[config.mk]
export PLATFORM = sky130hd
export DESIGN_NAME = chip_modulator_flat
export DESIGN_NICKNAME = d
export VERILOG_FILES = /design/src/rtl/chip_modulator_if.sv /design/src/rtl/chip_modulator.sv /design/src/flat_wrapper.sv
export SDC_FILE = /design/constraint.sdc
export NUM_CORES = 1
export LEC_CHECK = 0
export ABC_CLOCK_PERIOD_IN_PS = 2500
export CAP_MARGIN = 20
export CORE_ASPECT_RATIO = 1.5
export CORE_MARGIN = 2
export CORE_UTILIZATION = 45
export DETAILED_ROUTE_END_ITERATION = 12
export PLACE_DENSITY = 0.77
export SKIP_CTS_REPAIR_TIMING = 1
export SYNTH_ARGS = -nofsm -noshare
export SYNTH_HDL_FRONTEND = slang
export SYNTH_SLANG_ARGS = --single-unit
[constraint.sdc]
create_clock -name i_clk -period 2.5 [get_ports i_clk]
set_clock_uncertainty 0.05 [all_clocks]
set_input_delay 0.5 -clock i_clk [delete_from_list [all_inputs] [get_ports i_clk]]
set_output_delay 0.5 -clock i_clk [all_outputs]
set_load 0.02 [all_outputs]
[src/rtl/chip_modulator_if.sv]
// rtl/chip_modulator_if.sv - symbol handshake and phase/flag output bundle for chip_modulator
// Signals:
//   i_sym[3:0], i_valid, i_last, o_ready : symbol transfer from the frame/symbol source
//   o_phase, o_flag                      : MSK phase direction and its sample strobe
//   o_busy, o_done, o_underrun           : burst status
// Modports: master = source/sink side, slave = modulator.
interface chip_modulator_if;
  logic [3:0] i_sym;
  logic       i_valid;
  logic       i_last;
  logic       o_ready;
  logic       o_phase;
  logic       o_flag;
  logic       o_busy;
  logic       o_done;
  logic       o_underrun;

  modport master (
    output i_sym, i_valid, i_last,
    input  o_ready, o_phase, o_flag, o_busy, o_done, o_underrun
  );

  modport slave (
    input  i_sym, i_valid, i_last,
    output o_ready, o_phase, o_flag, o_busy, o_done, o_underrun
  );
endinterface

[src/rtl/chip_modulator.sv]
// rtl/chip_modulator.sv - 802.15.4 DSSS spreader and MSK phase/flag generator
// Ports:
//   i_clk  : system clock
//   i_rst  : synchronous reset, active-high
//   bus    : chip_modulator_if.slave (symbol handshake in, phase/flag/status out)
// Parameters:
//   CLK_DIV : clock cycles between o_flag pulses (>=2)
//   OSR     : o_flag samples per chip (>=1)
module chip_modulator #(
  parameter int CLK_DIV = 4,
  parameter int OSR     = 5
) (
  input  logic            i_clk,
  input  logic            i_rst,
  chip_modulator_if.slave bus
);

  localparam int DIV_W  = (CLK_DIV > 1) ? $clog2(CLK_DIV) : 1;
  localparam int SAMP_W = (OSR > 1) ? $clog2(OSR) : 1;
  localparam logic [DIV_W-1:0]  DIV_LAST  = DIV_W'(CLK_DIV - 1);
  localparam logic [SAMP_W-1:0] SAMP_LAST = SAMP_W'(OSR - 1);

  // Symbol 0 chip sequence, MSB = chip 0.
  localparam logic [31:0] SYM0_CHIPS = 32'b1101_1001_1100_0011_0101_0010_0010_1110;

  typedef enum logic [1:0] {ST_IDLE, ST_SEND, ST_END} state_t;

  state_t state_q, state_d;

  logic [3:0]        act_sym, hold_sym;
  logic              act_last, hold_last, hold_full;
  logic [DIV_W-1:0]  div_q;
  logic [SAMP_W-1:0] samp_q;
  logic [4:0]        chip_q;
  logic              c_prev;
  logic              underrun_q;

  logic [4:0] chip_idx;
  logic       chip_bit;
  logic       sample_end, chip_end;
  logic       sym_end_load, idle_load, load;
  logic       ready, accept;
  logic       flag, phase, busy, done;

  // Rotating right by 4k chips means chip n of symbol k is chip n-4k of symbol 0;
  // symbols 8..15 additionally invert the odd chips.
  assign chip_idx = chip_q - {act_sym[2:0], 2'b00};
  assign chip_bit = SYM0_CHIPS[~chip_idx] ^ (act_sym[3] & chip_q[0]);

  assign sample_end   = (state_q == ST_SEND) && (div_q == DIV_LAST) && (samp_q == SAMP_LAST);
  assign chip_end     = sample_end && (chip_q == 5'd31);
  assign sym_end_load = chip_end && !act_last && hold_full;
  assign idle_load    = (state_q == ST_IDLE) && hold_full;
  assign load         = sym_end_load || idle_load;

  // The holding slot counts as free on the cycle it drains, so the source can
  // refill it without a bubble. Depends on registered state only.
  assign ready  = !hold_full || load;
  assign accept = bus.i_valid && ready;

  always_ff @(posedge i_clk) begin
    if (i_rst) begin
      state_q <= ST_IDLE;
    end else begin
      state_q <= state_d;
    end
  end

  always_comb begin
    state_d = state_q;
    flag    = 1'b0;
    phase   = 1'b0;
    busy    = 1'b0;
    done    = 1'b0;
    unique case (state_q)
      ST_IDLE: begin
        if (hold_full || accept) state_d = ST_SEND;
      end
      ST_SEND: begin
        busy  = 1'b1;
        flag  = (div_q == '0);
        // Constant for a whole chip period, so it only changes on the chip's first flag.
        phase = chip_bit ^ c_prev ^ chip_q[0];
        if (chip_end) begin
          if (act_last)        state_d = ST_END;
          else if (!hold_full) state_d = ST_IDLE;
        end
      end
      ST_END: begin
        busy    = 1'b1;
        done    = 1'b1;
        state_d = ST_IDLE;
      end
      default: state_d = ST_IDLE;
    endcase
  end

  always_ff @(posedge i_clk) begin
    if (i_rst) begin
      act_sym    <= '0;
      act_last   <= 1'b0;
      hold_sym   <= '0;
      hold_last  <= 1'b0;
      hold_full  <= 1'b0;
      div_q      <= '0;
      samp_q     <= '0;
      chip_q     <= '0;
      c_prev     <= 1'b0;
      underrun_q <= 1'b0;
    end else begin
      underrun_q <= chip_end && !act_last && !hold_full;

      if (load) begin
        act_sym   <= hold_sym;
        act_last  <= hold_last;
        hold_full <= 1'b0;
      end else if (accept && (state_q == ST_IDLE)) begin
        act_sym  <= bus.i_sym;
        act_last <= bus.i_last;
      end

      // Only an idle modulator with an empty slot bypasses the holding register.
      if (accept && !((state_q == ST_IDLE) && !hold_full)) begin
        hold_sym  <= bus.i_sym;
        hold_last <= bus.i_last;
        hold_full <= 1'b1;
      end

      if (state_q == ST_SEND) begin
        div_q <= (div_q == DIV_LAST) ? '0 : div_q + DIV_W'(1);
        if (div_q == DIV_LAST) begin
          samp_q <= (samp_q == SAMP_LAST) ? '0 : samp_q + SAMP_W'(1);
          if (samp_q == SAMP_LAST) begin
            chip_q <= chip_q + 5'd1;
            c_prev <= chip_bit;
          end
        end
      end else begin
        div_q  <= '0;
        samp_q <= '0;
        chip_q <= '0;
        c_prev <= 1'b0;
      end
    end
  end

  assign bus.o_ready    = ready;
  assign bus.o_flag     = flag;
  assign bus.o_phase    = phase;
  assign bus.o_busy     = busy;
  assign bus.o_done     = done;
  assign bus.o_underrun = underrun_q;

endmodule
[src/flat_wrapper.sv]
// flat-port wrapper written by rule: the top's interface ports become plain ports
module chip_modulator_flat 
#(
  parameter int CLK_DIV = 4,
  parameter int OSR     = 5
)
  (i_clk, i_rst, bus_i_sym, bus_i_valid, bus_i_last, bus_o_ready, bus_o_phase, bus_o_flag, bus_o_busy, bus_o_done, bus_o_underrun);
  chip_modulator_if bus_i ();
  input  logic i_clk;
  input  logic i_rst;
  input wire logic [$bits(bus_i.i_sym)-1:0] bus_i_sym;
  input wire logic [$bits(bus_i.i_valid)-1:0] bus_i_valid;
  input wire logic [$bits(bus_i.i_last)-1:0] bus_i_last;
  output wire logic [$bits(bus_i.o_ready)-1:0] bus_o_ready;
  output wire logic [$bits(bus_i.o_phase)-1:0] bus_o_phase;
  output wire logic [$bits(bus_i.o_flag)-1:0] bus_o_flag;
  output wire logic [$bits(bus_i.o_busy)-1:0] bus_o_busy;
  output wire logic [$bits(bus_i.o_done)-1:0] bus_o_done;
  output wire logic [$bits(bus_i.o_underrun)-1:0] bus_o_underrun;
  assign bus_i.i_sym = bus_i_sym;
  assign bus_i.i_valid = bus_i_valid;
  assign bus_i.i_last = bus_i_last;
  assign bus_o_ready = bus_i.o_ready;
  assign bus_o_phase = bus_i.o_phase;
  assign bus_o_flag = bus_i.o_flag;
  assign bus_o_busy = bus_i.o_busy;
  assign bus_o_done = bus_i.o_done;
  assign bus_o_underrun = bus_i.o_underrun;
  chip_modulator #(.CLK_DIV(CLK_DIV), .OSR(OSR)) u_core (.i_clk(i_clk), .i_rst(i_rst), .bus(bus_i));
endmodule
; ---- Word level (Yosys, flattened, before mapping)
; Memories as Yosys holds them, arrays and structs flattened.
; Index checks and enable logic that the tools add are counted.
[word_totals]
memories = 1
latch_bits = 0
word_cells = 74
ff_bits = 25
inputBits = 8
mem_bits_ro = 32
mem_bits_rw = 0
output_inout_bits = 6
[op_classes]
n_reduce_logical = 26
n_mux = 17
addsub = 4
n_div = 0
n_shift = 0
eq_ne = 8
n_mul = 0
bitwise_logic = 6
order_cmp = 1
[mem_list]
columns = name, depth, width, read_ports, rd_ports_with_merged_regs, write_ports, line
row1 = (no name shown), 32, 1, 1, 0, 0, chip_modulator.sv:48  ; assign chip_bit = SYM0_CHIPS[~chip_idx] ^ (act_sym[3] & chip_q[0]);
[op_table]
columns = cell, n
row1 = $logic_and 1x1->1, 11
row2 = $mux 1, 9
row3 = $mux 2, 4
row4 = $mux 4, 2
row5 = $lt 5x6->1 const B, 1
row6 = $add 5x1->5 const B, 1
row7 = $eq 5x5->1 const B, 1
row8 = $not 5->5, 1
row9 = $sub 5x5->5, 1
row10 = $eq 2x2->1 const B, 2
row11 = $logic_not 2->1, 2
row12 = $pmux 2 s2, 1
row13 = $reduce_bool 2->1, 2
row14 = $reduce_or 2->1, 2
row15 = $add 3x1->3 const B, 1
row16 = $eq 3x3->1 const B, 1
row17 = $logic_not 1->1, 3
row18 = $logic_or 1x1->1, 3
row19 = $mux 3, 1
row20 = $ne 3x2->1 const B, 1
row21 = $reduce_and 3->1, 1
row22 = $reduce_or 3->1, 1
row23 = $xor 1x1->1, 3
row24 = $add 2x1->2 const B, 1
row25 = other kinds (6), 6

; ---- Longest topological paths before layout
[logic_depth]
ltp_word = 12
ltp_mapped = 9
ltp_nobuf = 9

; ---- Worst setup path before layout
; No wires, ideal clock.
[synth_timing]
path_kind = register to output
from = register u_core.chip_q[2]
to = output port bus_o_phase
t_arrival_ns = 2.153
slack_ns = -0.203
path_buffers = 0
path_stages_with_launch = 10
t_required_ns = 1.950
path_cell_list = dfxtp_1 > inv_1 > ha_1 > inv_1 > fa_1 > mux2_1 > mux2i_1 > mux2i_2 > xnor2_1 > and2_1
[synth_via]
elab_chain_cells = 8
[synth_rtl]
columns = item, line
row1 = from (decl), chip_modulator.sv:34  ; logic [4:0] chip_q;
row2 = from (signal assigned), chip_modulator.sv:134  ; chip_q <= chip_q + 5'd1;
row3 = $sub 5x5->5, chip_modulator.sv:47  ; assign chip_idx = chip_q - {act_sym[2:0], 2'b00};
row4 = $not 5->5, chip_modulator.sv:48
row5 = $mem_v2 32x1, n/a
row6 = $mux 1 (not written as such), chip_modulator.sv:48
row7 = $xor 1x1->1, chip_modulator.sv:48
row8 = $xor 1x1->1 (2 in series), chip_modulator.sv:83  ; phase = chip_bit ^ c_prev ^ chip_q[0];
row9 = $mux 1, chip_modulator.sv:75  ; unique case (state_q)
row10 = to (decl), flat_wrapper.sv:15  ; output wire logic [$bits(bus_i.o_phase)-1:0] bus_o_phase;
; No other way between the ends. The select of a mux whose other input is x is not followed.

; ---- Worst setup path after layout
; Ends and elaborated chain as after synthesis.

==> metrics <==
status finished, violations left; failing checks negative setup slack; slowest stage cell on the critical path fa_2; io pins 14; Sw Ratio 31.1%; HPWL after DPL around 2400 µm; Setup CP Type flip-flop to output pin; Sink Count 25; Max Cap Violations 0; area leader, netlist dfxtp_1; final net count between 200 and 250; first-pass GRT wire length 5150 µm; Leakage between 0.6 and 0.7 nW; Crit Path Max Fanout 5; synth cell count leaders 25 x dfxtp_1, 19 x nand2_1, 14 x nor2_1; final setup fails 1; Worst-Margin Slew roughly 0.44 ns; DRT antenna net count 0; Max Fclk about 340 MHz; Yosys top cell area share between 30% and 40%; largest net degree at the start of global routing 15; Most common cell on crit path inv_2; final hold slack around 0.4 ns; uppermost routed layer met4; # DRC 0; via count ~1300; root buffer cell clkbuf_8; Routed WL per cell between 10 and 15 µm; Worst-path clk slew 0.09 ns; met3 WL 78 µm; period utilization 118%; P per Cell Area approximately 570 nW/µm²; RSZ-0062 raised after global routing true; Comb power frac 31.5%; Diodes inserted 0; Final Hold Vio Count 0; pre-CTS setup slack -0.672 ns; syn nets about 200; initial antenna violation count 0; die width between 50 and 60 µm; crit path DAT around 2.4 ns; H-tree lvl count 1; dpl cell area between 1500 and 2000 µm²; Num CTS Buffers 3; post-synthesis sequential area ratio between 30% and 40%; Post-synth ARST share 0%; peak supply drop approximately 0.46 mV; flops & latches, synth 25; Power, Total 1.01 mW; Clk pwr share between 20% and 30%; Setup TNS -0.453 ns; final-report max-slew violation count 0; Area contributors post-synth dfxtp_1 33%, ha_1 10%, mux2i_1 6.0%; number of flops mapped to enable cells by yosys 0; initial drt markers 33; port bufs 13; final WL 2990 µm; min Tclk post-route 2.95 ns; Worst-Skew Late Latency 0.27 ns; TritonRoute pass-1 iters 4; main flop type after synthesis dfxtp_1; worst path required time around 2.0 ns; routed length on met1 ~1200 µm; Row Count 25; CP peak stage delay approximately 0.58 ns; core area 3160 µm²; CTS tree yes; Total GRT Usage 17.4%; Starting Density ~48%; syn_area_per_cell roughly 8.5 µm²; gpl congestion ~0.81; Synth cell types 36; # placed instances between 200 and 250; Synth Instances 176; GRT overflow 0; Die ar. around 3800 µm²; Die Y 74.7 µm; routed vias/inst ~5.5; critical-path cell list inv_2, ha_4, inv_2, fa_2, mux2_4, mux2i_1, mux2i_2, xnor2_1, and2_4, buf_6; Syn Std Cell Area 1500 µm²; Slew HR between 70% and 80%; setup slack after layout -0.453 ns; CP Capture Type output pin; synth warn 0; worst hold path class flip-flop to flip-flop; most common cell in the netlist dfxtp_1; internal power roughly 0.70 mW; Final Cell Area approximately 1800 µm²; clock buffer depth 2; area growth from synthesis to layout 19.1%; Final Non-Filler Cells ~240; post-layout util a little under three fifths; vias in the first global route about 1300; Seq pwr share between 40% and 50%; Worst setup SP type flip-flop; Switch Pwr between 0.3 and 0.4 mW; layout cells sized above 1 about 16%; met2 WL between 1500 and 2000 µm
worst max-delay path: cells and delay by family (launching register included):
kind | cells | cell delay, ns
flip-flops | 1 | 0.33
multiplexers | 3 | 0.59
buffers and inverters | 3 | 0.22
AND/OR/NAND/NOR | 1 | 0.15
XOR/XNOR | 1 | 0.14
adder cells (fa/ha/maj) | 2 | 0.70
power groups by stage:
stage               logic [mW]  clock network (mW)  registers [mW]
floorplan                0.235                   0           0.456
global placement         0.311                   0           0.464
detailed placement       0.320                   0           0.466
CTS                      0.321               0.245           0.457
global route             0.355               0.254           0.462
finish                   0.320               0.237           0.458
cell usage in the layout, fill, tap and decap left out, types with 2 or more instances in the layout:
master / Yosys / layout
dfxtp_1: 25 / 23
nand2_1: 19 / 19
nor2_1: 14 / 14
buf_4: 1 / 13
a21oi_1: 12 / 12
inv_1: 13 / 11
ha_1: 12 / 11
clkdlybuf4s50_1: 0 / 11
mux2i_1: 9 / 9
xnor2_1: 7 / 7
a311oi_1: 6 / 6
a31oi_1: 6 / 6
o21a_1: 5 / 5
nand3_1: 5 / 5
nor3_1: 4 / 4
o21ai_0: 4 / 4
xor2_1: 3 / 3
clkbuf_8: 0 / 3
inv_2: 0 / 2
nand2b_1: 2 / 2
nor2b_1: 2 / 2
nand4_1: 2 / 2
dfxtp_2: 0 / 2
worst paths after layout:
kind,start,to,slack (ns),depth (start not counted)
setup / recovery,u_core.chip_q[2],bus_o_phase,-0.45,10
hold / removal,u_core.div_q[0],u_core.div_q[0],0.41,1
setup reg to reg,u_core.chip_q[1],u_core.act_sym[2],0.17,9
hold reg to reg,u_core.div_q[0],u_core.div_q[0],0.41,1
registers in the layout, summed over array words and instances (netlist names):
register,flops
u_core.act_last,1
u_core.act_sym,4
u_core.bus.o_underrun,1
u_core.c_prev,1
u_core.chip_q,5
u_core.div_q,2
u_core.hold_full,1
u_core.hold_last,1
u_core.hold_sym,4
u_core.samp_q,3
u_core.state_q,2
cell families after synthesis:
logic type               share of synthesized area, %
flip-flops                                       33.3
multiplexers                                     7.67
adder cells (fa/ha/maj)                          11.3
buffers and inverters                            7.08
AO/OA/AOI/OAI                                    17.5
XOR/XNOR                                         5.83
AND/OR/NAND/NOR                                  17.3
metal layers:
layer  vias to the layer above  GRT usage, %
li1                        646             -
met1                       617          17.0
met2                        25          36.4
met3                         4          1.79
met4                         0          6.01
met5                         -             0
final cells by class:
class / instances / area (µm²)
Clock buffer: 3 / 41.3
Clock inverter: 1 / 5.00
Fill cell: 299 / 1370
Inverter: 13 / 48.8
Multi-Input combinational cell: 127 / 916
Sequential cell: 25 / 503
Tap cell: 40 / 50.0
Timing Repair Buffer: 26 / 224
Note: power is estimated with default switching activity, not from simulation.
==> RTL change, RTL diff (same flow settings) <==
`OSR` is set to 5 in 2 places; all go to 6.
--- a/src/rtl/chip_modulator.sv
+++ b/src/rtl/chip_modulator.sv
@@ -8,7 +8,7 @@
 //   OSR     : o_flag samples per chip (>=1)
 module chip_modulator #(
   parameter int CLK_DIV = 4,
-  parameter int OSR     = 5
+  parameter int OSR     = 6
 ) (
   input  logic            i_clk,
   input  logic            i_rst,
--- a/src/flat_wrapper.sv
+++ b/src/flat_wrapper.sv
@@ -2,7 +2,7 @@
 module chip_modulator_flat 
 #(
   parameter int CLK_DIV = 4,
-  parameter int OSR     = 5
+  parameter int OSR     = 6
 )
   (i_clk, i_rst, bus_i_sym, bus_i_valid, bus_i_last, bus_o_ready, bus_o_phase, bus_o_flag, bus_o_busy, bus_o_done, bus_o_underrun);
   chip_modulator_if bus_i ();
Formal check against the unedited RTL: same outputs for any inputs over 10 cycles, from zero or initial values and one cycle with i_rst high; that may be too few to reach the edited logic, so the function may still have changed.
==> RTL change against the unedited design <==
The flow still finishes with violations (setup timing). Register-to-register slack got worse by 0.05 ns. Power rose by 8.4%. Cell area fell by 5.0%. Wire length fell by 18%. Worst setup slack got worse by 0.057 ns. Via count fell by 16%. Area after synthesis fell by 10%. Cell count fell by 8.9%. Sequential cell count did not move.
==> RTL change: results (changes against the unedited design) <==
| Metric | Value |
|---|---|
| Initial drt markers | `21 (-36%)` |
| Violations in the final reports | `setup timing` |
| Min-Delay Endpoint | `u_core.div_q[0]` |
| Maximum vdd ir drop | `0.439 mV (-5.3%)` |
| Detail Placement HPWL | `1930 um (-19%)` |
| Post-synth cell types | `34 (-5.6%)` |
| Final weighted congestion in routability-driven placement | `0.811 (-0.20%)` |
| Hold Path Class | `register to register` |
| Worst reg2reg path startpoint | `u_core.chip_q[2]` |
| Top cells by area in the synthesized netlist | `sky130_fd_sc_hd__dfxtp_1, sky130_fd_sc_hd__ha_1, sky130_fd_sc_hd__mux2i_1, sky130_fd_sc_hd__nor2_1, sky130_fd_sc_hd__xnor2_1` |
| Relative slew slack | `71.3% (+0.73 points)` |
| Path depth of the worst reg2reg path | `10 (+1)` |
| Number of nets in the finished design | `195 (-10%)` |
| Wire length of the first global-routing pass | `4240 um (-18%)` |
| Gate Count Post-Synth | `149 (-15%)` |
| Cell count after placement | `210 (-9.1%)` |
| Run status | `complete, but fails checks` |
| Final setup margin | `-0.511 ns (-0.0575 ns)` |
| Average vias per placed instance | `5.07 (-7.8%)` |
| Post-Route Setup TNS | `-0.511 ns (-0.0575 ns)` |
| Endpoint of the worst-slack reg-to-reg timing path | `u_core.c_prev` |
| Setup violators final | `1 (unchanged)` |
| Post-detailed-routing wire length | `2470 um (-18%)` |
| Post-synth top cells | `sky130_fd_sc_hd__dfxtp_1, sky130_fd_sc_hd__nor2_1, sky130_fd_sc_hd__nand2_1` |
| Number of global-route vias before repair | `1039 (-18%)` |
| Sequential element share of the synthesized area | `37.1% (+3.8 points)` |
| Critical Path AT | `2.46 ns (+0.06 ns)` |
| Synthesized netlist net count | `168 (-15%)` |
| Flop2flop setup slack | `0.12 ns (-0.05 ns)` |
| Total routing resource utilization after global routing | `15.3% (-2.0 points)` |
RTL change: cell types whose count changed after synthesis, moves of 3 or more:
cell and change:
sky130_fd_sc_hd__nand2_1 -6, sky130_fd_sc_hd__nand2b_1 +3, sky130_fd_sc_hd__o21ai_0 -3, sky130_fd_sc_hd__buf_2 -3, sky130_fd_sc_hd__a21oi_1 -8, sky130_fd_sc_hd__o21a_1 -5, sky130_fd_sc_hd__nor2_1 +10, sky130_fd_sc_hd__a31oi_1 -6
sky130_fd_sc_hd__inv_1 -3
RTL change: power breakdown:
| part | switching [uW] | internal, uW |
|---|---|---|
| clock | 121 | 114 |
| sequential | 28.1 | 433 |
| combinational | 199 | 205 |
RTL change: cells by family after synthesis:
kind of cell | share of synthesized area, %
simple gates | 21.5
flops | 37.1
buf+inv | 5.10
xor+xnor | 5.20
mux | 9.28
compound gates | 11.0
fa+ha+maj | 10.8
RTL change: layout make-up:
cell class	instances	area [sq um]
repair buffers	28	239
fillers	272	1180
flip-flops and latches	25	503
inverters	10	37.5
well taps	39	48.8
clock buffers	4	45.0
multi-input cells	108	825
RTL change: how the worst max path moves through the flow:
| stage | cells after the start | end | slack, ns | start |
|---|---|---|---|---|
| after floorplan | 9 | bus_o_phase | -0.04 | u_core.chip_q[2] |
| after global placement | 9 | bus_o_phase | -0.60 | u_core.act_sym[0] |
| after detailed placement | 9 | bus_o_phase | -0.69 | u_core.act_sym[0] |
| after CTS | 9 | bus_o_phase | -0.99 | u_core.act_sym[0] |
| after global routing | 10 | bus_o_phase | -0.60 | u_core.chip_q[2] |
| final | 10 | bus_o_phase | -0.51 | u_core.chip_q[2] |
RTL change: metrics by stage:
stage               instance area, sq um  hold slack, ns  setup slack, ns
CTS                                 1680           0.416           -0.987
finish                              1700           0.419           -0.511
global placement                    1640           0.386           -0.596
detailed placement                  1640           0.402           -0.686
global route                        1700           0.446           -0.596
floorplan                           1380           0.377          -0.0352
RTL change: critical path: stages, from the launching register on:
cell	delay (ns)
sky130_fd_sc_hd__dfxtp_2	0.33
sky130_fd_sc_hd__inv_2	0.07
sky130_fd_sc_hd__ha_4	0.12
sky130_fd_sc_hd__inv_2	0.04
sky130_fd_sc_hd__fa_2	0.64
sky130_fd_sc_hd__mux2_4	0.33
sky130_fd_sc_hd__mux2i_4	0.15
sky130_fd_sc_hd__mux2i_2	0.10
sky130_fd_sc_hd__xnor2_1	0.16
sky130_fd_sc_hd__and2_4	0.15
sky130_fd_sc_hd__buf_6	0.10
RTL change: metal layers:
layer  wire length [um]  track usage (%)
met1               1010             15.9
met2               1350             29.4
met3                 67             2.74
met4                 34             6.67
met5                  0                0
